<file path="config.mk">
export PLATFORM = sky130hd
export DESIGN_NAME = cdc_handshake_tx
export DESIGN_NICKNAME = d
export VERILOG_FILES = /design/src/rtl/cdc_handshake_tx.sv
export SDC_FILE = /design/constraint.sdc
export NUM_CORES = 1
export LEC_CHECK = 0
export BUFFER_PORTS_ARGS = -buffer_cell sky130_fd_sc_hd__buf_2
export CAP_MARGIN = 40
export CORE_MARGIN = 1
export CORE_UTILIZATION = 50
export DETAILED_ROUTE_END_ITERATION = 7
export GPL_TIMING_DRIVEN = 0
export HOLD_SLACK_MARGIN = 0.05
export PLACE_DENSITY = 0.76
export SKIP_CTS_REPAIR_TIMING = 1
export SYNTH_ARGS = -nofsm -noshare
export SYNTH_HDL_FRONTEND = slang
export SYNTH_SLANG_ARGS = --single-unit
export TNS_END_PERCENT = 50
</file>
<file path="constraint.sdc">
create_clock -name clk -period 1.9 [get_ports clk]
set_input_delay 0.095 -clock clk [delete_from_list [all_inputs] [get_ports clk]]
set_output_delay 0.095 -clock clk [all_outputs]
set_load 0.005 [all_outputs]
</file>
<file path="src/rtl/cdc_handshake_tx.sv">
// Source side of a four-phase req/ack handshake carrying one word into an unrelated clock domain.
// ack_in is double-flop synchronized; an optional cycle timeout abandons transfers that are never acknowledged.
module cdc_handshake_tx #(
  parameter int DATA_WIDTH = 8,
  parameter int TIMEOUT    = 64
) (
  input  logic                  clk,
  input  logic                  n_rst,
  input  logic [DATA_WIDTH-1:0] tx_data,
  input  logic                  tx_valid,
  output logic                  tx_ready,
  output logic                  tx_done,
  output logic                  tx_timeout,
  output logic                  req_out,
  output logic [DATA_WIDTH-1:0] data_out,
  input  logic                  ack_in
);

  localparam int CW = (TIMEOUT < 1) ? 1 : $clog2(TIMEOUT + 1);
  localparam logic [CW-1:0] TMAX = (TIMEOUT > 0) ? CW'(TIMEOUT - 1) : '0;

  typedef enum logic [1:0] {IDLE, REQ, RELEASE} state_t;

  state_t                state, state_d;
  logic                  ack_meta, ack_sync;
  logic [CW-1:0]         tcnt, tcnt_d;
  logic                  req_d, done_d, to_d;
  logic [DATA_WIDTH-1:0] data_d;

  // A stale ack left over from an abandoned transfer holds off new work until it drops.
  assign tx_ready = (state == IDLE) && !ack_sync;

  always_ff @(posedge clk or negedge n_rst) begin
    if (!n_rst) begin
      ack_meta   <= 1'b0;
      ack_sync   <= 1'b0;
      state      <= IDLE;
      tcnt       <= '0;
      req_out    <= 1'b0;
      data_out   <= '0;
      tx_done    <= 1'b0;
      tx_timeout <= 1'b0;
    end else begin
      ack_meta   <= ack_in;
      ack_sync   <= ack_meta;
      state      <= state_d;
      tcnt       <= tcnt_d;
      req_out    <= req_d;
      data_out   <= data_d;
      tx_done    <= done_d;
      tx_timeout <= to_d;
    end
  end

  always_comb begin
    state_d = state;
    tcnt_d  = tcnt;
    req_d   = req_out;
    data_d  = data_out;
    done_d  = 1'b0;
    to_d    = 1'b0;
    case (state)
      IDLE: begin
        if (tx_valid && tx_ready) begin
          data_d  = tx_data;
          req_d   = 1'b1;
          tcnt_d  = '0;
          state_d = REQ;
        end
      end
      REQ: begin
        // An ack seen in the same cycle as the timeout wins.
        if (ack_sync) begin
          req_d   = 1'b0;
          state_d = RELEASE;
        end else begin
          tcnt_d = tcnt + 1'b1;
          if (TIMEOUT != 0 && tcnt == TMAX) begin
            req_d   = 1'b0;
            to_d    = 1'b1;
            state_d = IDLE;
          end
        end
      end
      RELEASE: begin
        if (!ack_sync) begin
          done_d  = 1'b1;
          state_d = IDLE;
        end
      end
      default: state_d = IDLE;
    endcase
  end

endmodule

</file>
==> reports/qor.txt <==
Chip height: 45.6 um
WP data required: 2.14 ns
Vias in the first global route: 699
EDFF count, synth: 0
Clk pwr share: 19.2%
Drt drc: 0
Total chip power: 1080 uW
Syn_area_per_cell: 10.2 sq um
Grt total ovfl: 0
Final setup vio count: 0
DP HPWL: 1.22 mm
CTS H-tree depth: 1
Core ar.: 1750 sq um
Critical Path Start Type: flip-flop
Initial Util: 54.3%
Fillers: 144
Slew margin rel.: 55.9%
Post-Route WL: 1.95 mm
Status: complete, no violations
Power share of the combinational group: 24.4%
Synthesized area: 948 sq um
Hold Fails Final Rpt: 0
Largest net degree at the start of global routing: 23
Core Rows: 15
Crit Path Class: flip-flop to flip-flop
Post-synth ARST share: 100%
CTS tree: yes
Hold EP: tcnt[0]$_DFFE_PN0P_
RePlAce Congestion: 0.707
Sequential fraction of the synthesis area: 58.0%
Flop pwr share: 56.3%
R2R depth: 5
Max Cap Viol: 0
Worst min-delay path class: input pin to flip-flop
Pre-Repair DR Iteration Count: 4
Routed WL per cell: 12.6 um
I/O Buffers: 23
Most common cell in the netlist: nand2_1
Static leakage: 0.000598 uW
Maximum VDD drop: 583 uV
Clk_lat worst skew: 0.31 ns
Clock Sinks: 22
Layout cell share with drive strength beyond 1: 26.4%
Worst-Margin Slew: 0.652 ns
Crit end category: flip-flop
RR Endpoint: data_out[2]$_DFFE_PN0P_
Critical Path Fanout Max: 10
Initial drt markers: 8
RSZ-0062 raised after global routing: false
Slew Viols, Final: 0
Root Driver: clkbuf_4
CTS buffer count: 3
Unique cell type count in the Yosys netlist: 31
Syn Nets: 106
Pwr dens: 886 nW/um^2
R2R setup slack: 0.20 ns
Fin nets: 144
Setup TNS Final: 0 ns
Period utilisation layout: 89.6%
Crit path DAT: 1.94 ns
Main synth FF type: dfrtp_1
Final std cells w/o fill: 154
Hold depth: 4
Initial antenna violation count: 0
GRT Resource Usage Total: 20.9%
Util after Layout: 69.7%
FF/Latch Area: 551 sq um
Multi-input combinational cell area: 367 sq um
Post-route ant nets: 0
Yosys top cell area share: 58.0%
Top cell type by total area after synthesis: dfrtp_1
Fin crit period: 1.70 ns
Most frequent cells after synthesis: 28 x nand2_1, 22 x dfrtp_1, 5 x o21ai_0
Synth top area cells: dfrtp_1 58%, nand2_1 11%, o21ai_0 2.6%, a21oi_1 2.1%, mux2i_1 2.1%
Area Growth Syn to Fin: 28.4%
Die area: 2070 sq um
Die width: 45.6 um
First-pass GRT wire length: 2.95 mm
Synth warn: 0
Dpl cells: 141
Via density: 5.24
Clock skew: 0.0139 ns
Reg-to-Reg Start: state[0]$_DFFE_PN0P_
Hold slack final: 0.207 ns
Ports: 24
Post-Syn Instances: 93
Switching share of total power: 29.8%
P_int: 758 uW
Register bit count reported by yosys: 22
Via count: 807
CTS Buffer Depth: 2
Worst-path clk slew: 0.12 ns
Net Sw Power: 322 uW
ANT cells: 0
FMAX: 587 MHz
Hold_sp: tx_valid
==> routing by layer <==
metal	global-route usage [%]	vias up	share of wire [%]
met2	34.0	22	47
li1	-	391	-
met4	12.7	0	1.7
met1	24.8	390	48
met5	0	-	0
met3	4.76	4	3.4
==> power groups by stage <==
stage / clock (uW) / combinational [uW] / sequential [uW]
floorplan: 0 / 134 / 615
global placement: 0 / 240 / 612
detailed placement: 0 / 246 / 615
CTS: 210 / 247 / 607
global route: 229 / 304 / 622
finish: 208 / 264 / 608
==> sequential cells by signal (all words and copies together), names as in the netlist <==
name	count
data_out	8
ack_meta	1
req_out	1
tx_timeout	1
state	2
tx_done	1
ack_sync	1
tcnt	7
==> worst max path at each step <==
stage / startpoint / to / slack (ns) / cells past startpoint
final: state[0]$_DFFE_PN0P_ / data_out[2]$_DFFE_PN0P_ / 0.20 / 5
after global routing: state[0]$_DFFE_PN0P_ / data_out[2]$_DFFE_PN0P_ / 0.06 / 5
after CTS: state[0]$_DFFE_PN0P_ / tcnt[1]$_DFFE_PN0P_ / 0.21 / 4
after detailed placement: state[0]$_DFFE_PN0P_ / tcnt[1]$_DFFE_PN0P_ / 0.22 / 4
after global placement: state[0]$_DFFE_PN0P_ / data_out[0]$_DFFE_PN0P_ / 0.25 / 5
after floorplan: state[1]$_DFFE_PN0P_ / tcnt[3]$_DFFE_PN0P_ / 0.42 / 4
==> stage by stage <==
step                      cell area (sq um)  setup slack, ns
after CTS                              1120            0.215
after global placement                 1090            0.245
final                                  1220            0.197
after global routing                   1220           0.0575
after detailed placement               1090            0.219
after floorplan                         948            0.416
==> worst max-delay path: stages (launching register included) <==
cell	delay, ns
dfrtp_1	0.38
buf_4	0.16
nor4b_1	0.60
buf_2	0.35
nand2_1	0.09
nand2_1	0.07
==> cells by family (layout without fill, tap and decap cells) <==
kind of cell	after synthesis	count (layout)	synth area share [%]
fa+ha+maj	1	1	1.32
compound gates	15	15	10.2
buf+inv	5	41	3.30
flops	22	22	58.0
mux	2	2	2.11
simple gates	48	48	25.1
==> cells in the final DEF (no fill, tap or decap), types with 2 or more instances in the layout <==
cell           count
nand2b_1           2
dfrtp_1           22
nor3_1             4
buf_2             24
dlygate4sd3_1     10
o21ai_0            5
a21oi_1            4
mux2i_1            2
clkbuf_4           3
nand3_1            3
nand2_1           28
==> final cells by class <==
type	instances	area share, %
Timing Repair Buffer	33	17.7
Inverter	1	0.308
Tap cell	25	2.57
Sequential cell	22	45.2
Buffer	4	2.26
Clock buffer	3	1.85
Multi-Input combinational cell	66	30.1
No activity file was read; power rests on OpenSTA's default activity.
